## src/rtl/risc_pkg.sv

```systemverilog
// Shared definitions for the 13-bit teaching RISC core: widths, opcode map
// and instruction field positions.
package risc_pkg;

  localparam int unsigned IW   = 13;
  localparam int unsigned PCW  = 6;
  localparam int unsigned OPW  = 4;
  localparam int unsigned REGW = 3;

  localparam int unsigned OP_LSB = 9;
  localparam int unsigned RD_LSB = 6;
  localparam int unsigned RS_LSB = 3;
  localparam int unsigned RT_LSB = 0;

  localparam logic [OPW-1:0] OP_NOP = 4'd0;
  localparam logic [OPW-1:0] OP_ADD = 4'd1;
  localparam logic [OPW-1:0] OP_SUB = 4'd2;
  localparam logic [OPW-1:0] OP_AND = 4'd3;
  localparam logic [OPW-1:0] OP_OR  = 4'd4;
  localparam logic [OPW-1:0] OP_XOR = 4'd5;
  localparam logic [OPW-1:0] OP_INC = 4'd6;
  localparam logic [OPW-1:0] OP_DEC = 4'd7;
  localparam logic [OPW-1:0] OP_NOT = 4'd8;
  localparam logic [OPW-1:0] OP_NEG = 4'd9;
  localparam logic [OPW-1:0] OP_SHR = 4'd10;
  localparam logic [OPW-1:0] OP_SHL = 4'd11;
  localparam logic [OPW-1:0] OP_ROR = 4'd12;
  localparam logic [OPW-1:0] OP_ROL = 4'd13;

  // Everything above the last defined opcode (14, 15) is reserved.
  function automatic logic op_is_illegal(input logic [OPW-1:0] op);
    return op > OP_ROL;
  endfunction

endpackage

```

## src/rtl/risc_idecode.sv

```systemverilog
// Combinational instruction field slicer and reserved-opcode detector;
// shared by the fetch unit and the control unit.
module risc_idecode
  import risc_pkg::*;
(
  input  logic [IW-1:0]   ir,
  output logic [OPW-1:0]  opcode,
  output logic [REGW-1:0] rd,
  output logic [REGW-1:0] rs,
  output logic [REGW-1:0] rt,
  output logic            illegal
);

  always_comb begin
    opcode  = ir[OP_LSB +: OPW];
    rd      = ir[RD_LSB +: REGW];
    rs      = ir[RS_LSB +: REGW];
    rt      = ir[RT_LSB +: REGW];
    illegal = op_is_illegal(opcode);
  end

endmodule

```

## src/rtl/risc_iunit.sv

```systemverilog
// Fetch stage: free-running program counter and instruction register, with
// the latched word decoded into its fields.
module risc_iunit
  import risc_pkg::*;
#(
  parameter logic [PCW-1:0] PC_RST = '0
) (
  input  logic            clk,
  input  logic            rst_n,
  input  logic [IW-1:0]   instruction,
  output logic [PCW-1:0]  pc,
  output logic [IW-1:0]   ir,
  output logic [OPW-1:0]  opcode,
  output logic [REGW-1:0] rd,
  output logic [REGW-1:0] rs,
  output logic [REGW-1:0] rt,
  output logic            illegal
);

  logic [PCW-1:0] pc_d, pc_q;
  logic [IW-1:0]  ir_d, ir_q;

  // PC wraps naturally modulo 2^PCW; illegal words are latched like any other.
  always_comb begin
    pc_d = pc_q + PCW'(1);
    ir_d = instruction;
  end

  always_ff @(posedge clk or negedge rst_n) begin
    if (!rst_n) begin
      pc_q <= PC_RST;
      ir_q <= '0;
    end else begin
      pc_q <= pc_d;
      ir_q <= ir_d;
    end
  end

  assign pc = pc_q;
  assign ir = ir_q;

  risc_idecode u_idecode (
    .ir      (ir_q),
    .opcode  (opcode),
    .rd      (rd),
    .rs      (rs),
    .rt      (rt),
    .illegal (illegal)
  );

endmodule

```

## config.mk

```make
export PLATFORM = sky130hd
export DESIGN_NAME = risc_iunit
export DESIGN_NICKNAME = d
export VERILOG_FILES = /design/src/rtl/risc_pkg.sv /design/src/rtl/risc_idecode.sv /design/src/rtl/risc_iunit.sv
export SDC_FILE = /design/constraint.sdc
export NUM_CORES = 1
export LEC_CHECK = 0
export ABC_AREA = 0
export BUFFER_PORTS_ARGS = -buffer_cell sky130_fd_sc_hd__clkbuf_2
export CORE_MARGIN = 2
export CORE_UTILIZATION = 36
export CTS_BUF_LIST = sky130_fd_sc_hd__clkbuf_4 sky130_fd_sc_hd__clkbuf_8
export DETAILED_ROUTE_END_ITERATION = 12
export HOLD_SLACK_MARGIN = 0.08
export PLACE_DENSITY = 0.75
export SLEW_MARGIN = 20
export SYNTH_ARGS = -nofsm -noshare
export SYNTH_HDL_FRONTEND = slang
export SYNTH_HIERARCHICAL = 1
export SYNTH_SLANG_ARGS = --single-unit
```

## constraint.sdc

```tcl
create_clock -name clk -period 0.8 [get_ports clk]
set_input_delay 0.16 -clock clk [delete_from_list [all_inputs] [get_ports clk]]
set_output_delay 0.16 -clock clk [all_outputs]
set_load 0.05 [all_outputs]
```

# [Yosys cells after proc, flatten, opt, wreduce, memory -nomap -nowiden]
# Index checks and enable logic that the tools add are counted.
[word_totals] output_inout_bits=33 ff_bits=19 word_cells=4 rom_bits=0 n_memories=0 ram_bits=0 input_bits=15 latchBits=0
[classes] n_mul=0 n_reduce_logical=0 n_lt_le_gt_ge=1 div_mod_pow=0 muxes=0 n_shift=0 n_eq_ne=0 bitwise=0 add_sub_neg=1
[ops] op="6-bit by 1-bit adder with 6-bit output, second input constant" count=1
[ops] op="4-bit > comparator, second input constant" count=1

# [Longest topological paths before layout]
[depth] ltp_word=1 mapped_depth=3 ltp_nobuf=3

# [Cells and area by module]
# The synthesis kept the hierarchy.
[modules_own_cells] mod="risc_iunit" area_per_inst_um2=553.0 n_inst=1 cells_per_inst=28
[modules_own_cells] mod="risc_idecode" area_per_inst_um2=103.8 n_inst=1 cells_per_inst=14

# [Worst setup path before layout]
# No wires, ideal clock.
[synth_timing] path_type="register -> output" from="register ir_q[11], in the netlist ir[11]" to="output illegal" n_path_buf=0 t_arrival_ps=1161 stages_incl_launch_ff=2 slack_ps=-521 required_ps=640 path_cell_list="dfrtp_1 > and3_1"
[synth_via] elab_chain_cells=1
[synth_rtl] element="from (decl)" line_no="risc_iunit.sv:21" source="logic [IW-1:0] ir_d, ir_q;"
[synth_rtl] element="from (signal assigned)" line_no="risc_iunit.sv:35" source="ir_q <= ir_d;"
[synth_rtl] element="4-bit > comparator" line_no="risc_pkg.sv:32" source="return op > OP_ROL;"
[synth_rtl] element="to (decl)" line_no="risc_iunit.sv:17" source="output logic illegal"
# Every way passes these cells.

# [Final worst setup path]
[layout_timing] from="register ir_q[10], in the netlist ir[10]" to="output illegal"
# Same word-level chain as after synthesis.

==> results.py <==
metrics = {
    "status": {
        "outcome": "finished, violations left",
        "violations": "negative setup slack",
    },
    "floorplanning": {
        "die_width_um": 46.7,
        "dieArea_um2": 2180,
        "io_pins": 48,
        "start_util_pct": 38.0,
        "design.core.area_um2": 1730,
        "num_rows": 15,
        "die_h_um": 46.7,
    },
    "logic_synthesis": {
        "synth_compound_area_share_pct": 0,
        "yosysSeqAreaShare_pct": 72.4,
        "synthDistinctLibCells": 10,
        "syn-num-nets": 58,
        "yosys.area_share.simple_pct": 4.95,
        "yosys-mux-area-fraction_pct": 0,
        "synth_adder_area_share_pct": 1.90,
        "syn_inst": 42,
        "synth_xor_xnor_area_share_pct": 5.33,
        "ys_ff_latch": 19,
        "synth_area_um2": 657,
        "yosys_warnings": 6,
        "avgSynthCellArea_um2": 15.6,
        "synth_top_family_by_area": "buffers and inverters",
    },
    "clock_tree": {
        "htreeDepth": 1,
        "clkSlewWorstSetupHoldPaths_ns": 0.11,
        "cts_sinks": 19,
        "cts_buffers": 3,
        "insertion_delay_ns": 0.29,
        "cts_buffer_depth": 2,
        "cts-root-buf": "clkbuf_4",
        "cts_tree": "done",
    },
    "pwr": {
        "leakagePower_nw": 0.705,
        "p_per_area_nw_per_um2": 1430,
        "ir_worst_vdd_v": 0.00106,
        "power_w": 0.00215,
    },
    "routing": {
        "drt_iter0_markers": 3,
        "wl_um": 2160,
        "viasPerCell": 4.22,
        "firstDrtPassIters": 4,
        "wl_per_cell_um": 16.6,
        "num_vias": 549,
        "drc_errors": 0,
        "antenna_violating_nets_post_route": 0,
    },
    "place": {
        "place_area_um2": 887,
        "port_buffers": 47,
        "place.gp.congestion": 0.600,
        "dpl.cell_count": 106,
    },
    "worst_setup_path": {
        "start_kind": "register",
        "crit_path_max_fanout": 2,
        "critical_path.top_delay_family": "flip-flops",
        "r2r_start": "pc[2]",
        "critical_path_class": "reg2out",
        "regToRegSetupSlack_ns": -0.25,
        "cp_slowest_cell": "dfrtp_2",
        "crit_buf_inv": 1,
        "endpoint_kind": "output port",
        "max_stage_delay_ns": 0.43,
        "crit_path_start": "ir[10]",
        "cp_cell_sequence": "and3_4 -> clkbuf_16",
        "worstPathArrival_ns": 1.09,
        "crit_required_ns": 0.64,
    },
    "finish": {
        "nNetsFinal": 122,
        "layoutNonFillerInstCount": 130,
        "final_area_um2": 1510,
        "fill_cells": 83,
        "area_growth_syn_to_layout_pct": 129,
        "seq_area_um2": 498,
        "drive_gt1_share_pct": 81.9,
        "insertedDiodeCount": 0,
        "multiInputGateArea_um2": 118,
    },
    "grt": {
        "grt_start_max_net_pins": 20,
        "grt_antenna_before_repair": 0,
        "first_global_vias": 567,
        "track_usage_pct": 19.0,
        "overflow": 0,
        "grtUsageMet3_pct": 3.92,
        "grt_pass1_wl_um": 2780,
        "met1_usage_pct": 23.3,
        "busiest_layer": "met2",
        "gr-usage-met2_pct": 31.7,
    },
    "sta": {
        "slew_violations": 0,
        "fmax_mhz": 803,
        "hold_violations": 0,
        "fin_ws_ns": -0.446,
        "min_period_over_period_pct": 156,
        "worstMarginPinSlew_ns": 0.443,
        "maxSlewHeadroom_pct": 70.4,
        "period_minus_slack_ns": 1.25,
        "finClkSkew_ns": 0.00970,
        "hold_ws_ns": 0.350,
        "grt_setup_unrepaired": "yes",
        "setup_viol": 38,
    },
    "min_path": {
        "hold_class": "in2async",
    },
    "flow_run": {
        "maxCapViolCount": 0,
    },
}
-- logic make-up after synthesis --
family	count (synthesis)
AND/OR/NAND/NOR	4
adder cells (fa/ha/maj)	1
flip-flops	19
XOR/XNOR	4
buffers and inverters	14
-- what timing repair did --
item,in CTS,in global routing
pin swaps,4,1
hold endpoints to repair,32,0
hold buffers,14,0
endpoints found under the setup margin,38,38
resized for setup,75,32
setup buffers,5,1
-- cells in the final DEF (no fill, tap or decap) --
cell / Yosys / layout
buf_8: 0 / 28
dfrtp_2: 0 / 18
dlygate4sd3_1: 0 / 14
clkbuf_2: 0 / 14
buf_4: 13 / 8
clkbuf_4: 0 / 4
buf_6: 0 / 4
clkbuf_16: 0 / 3
and3_4: 1 / 2
xor2_1: 2 / 2
nand3_2: 1 / 1
xnor2_1: 2 / 1
nand3_4: 0 / 1
xnor2_2: 0 / 1
inv_1: 1 / 1
ha_4: 0 / 1
clkbuf_8: 0 / 1
dfrtp_1: 19 / 1
-- flip-flops by register name (all words and copies together), names as in the netlist --
register  cells
ir           13
pc            6
-- worst register-to-register path: stages (launching register included) --
cell and delay, ns:
dfrtp_2 0.41, buf_6 0.12, and3_4 0.20, nand3_2 0.07
xnor2_1 0.17
-- path summary, 6_finish.rpt --
check,endpoint,depth (start not counted)
min in group clk,pc[0],1
min reg2reg,pc[0],1
min,pc[5],2
max reg2reg,pc[5],4
max,illegal,2
max in group asynchronous,ir[5],2
-- routing by layer --
layer  up-vias  share of wire (%)
met4         0                1.8
met5         -                  0
li1        243                  -
met1       267                 38
met3         4                8.2
met2        35                 52
-- cell type report --
class	instances	share of cell area, %
Tap cell	25	2.08
Timing Repair Buffer	72	54.8
Clock buffer	4	2.00
Multi-Input combinational cell	9	7.81
Inverter	1	0.249
Sequential cell	19	33.1
-- cells in the mapped netlist --
| master | instances | area share [%] |
|---|---|---|
| inv_1 | 1 | 0.57 |
| nand3_1 | 1 | 0.76 |
| and3_4 | 1 | 1.7 |
| dfrtp_1 | 19 | 72 |
| ha_1 | 1 | 1.9 |
| and3_1 | 1 | 0.95 |
| xnor2_1 | 2 | 2.7 |
| buf_4 | 13 | 15 |
| xor2_1 | 2 | 2.7 |
| nand3_2 | 1 | 1.5 |
-- stage by stage --
step | util [%] | setup TNS [ns] | worst slack [ns]
2_1_floorplan | - | -2.23 | -0.306
3_3_place_gp | 51.4 | -0.872 | -0.154
3_5_place_dp | 51.4 | -0.988 | -0.166
4_1_cts | 83.6 | -9.86 | -0.417
5_1_grt | 87.2 | -11.14 | -0.482
6_report | 87.2 | -9.78 | -0.446
-- power breakdown --
group	internal, W	leakage, nW	switching, W	total [W]
registers	0.00100	0.202	0.0000445	0.00104
logic	0.000270	0.484	0.000335	0.000604
clock network	0.000227	0.0184	0.000273	0.000500
No activity file was read; power rests on OpenSTA's default activity.
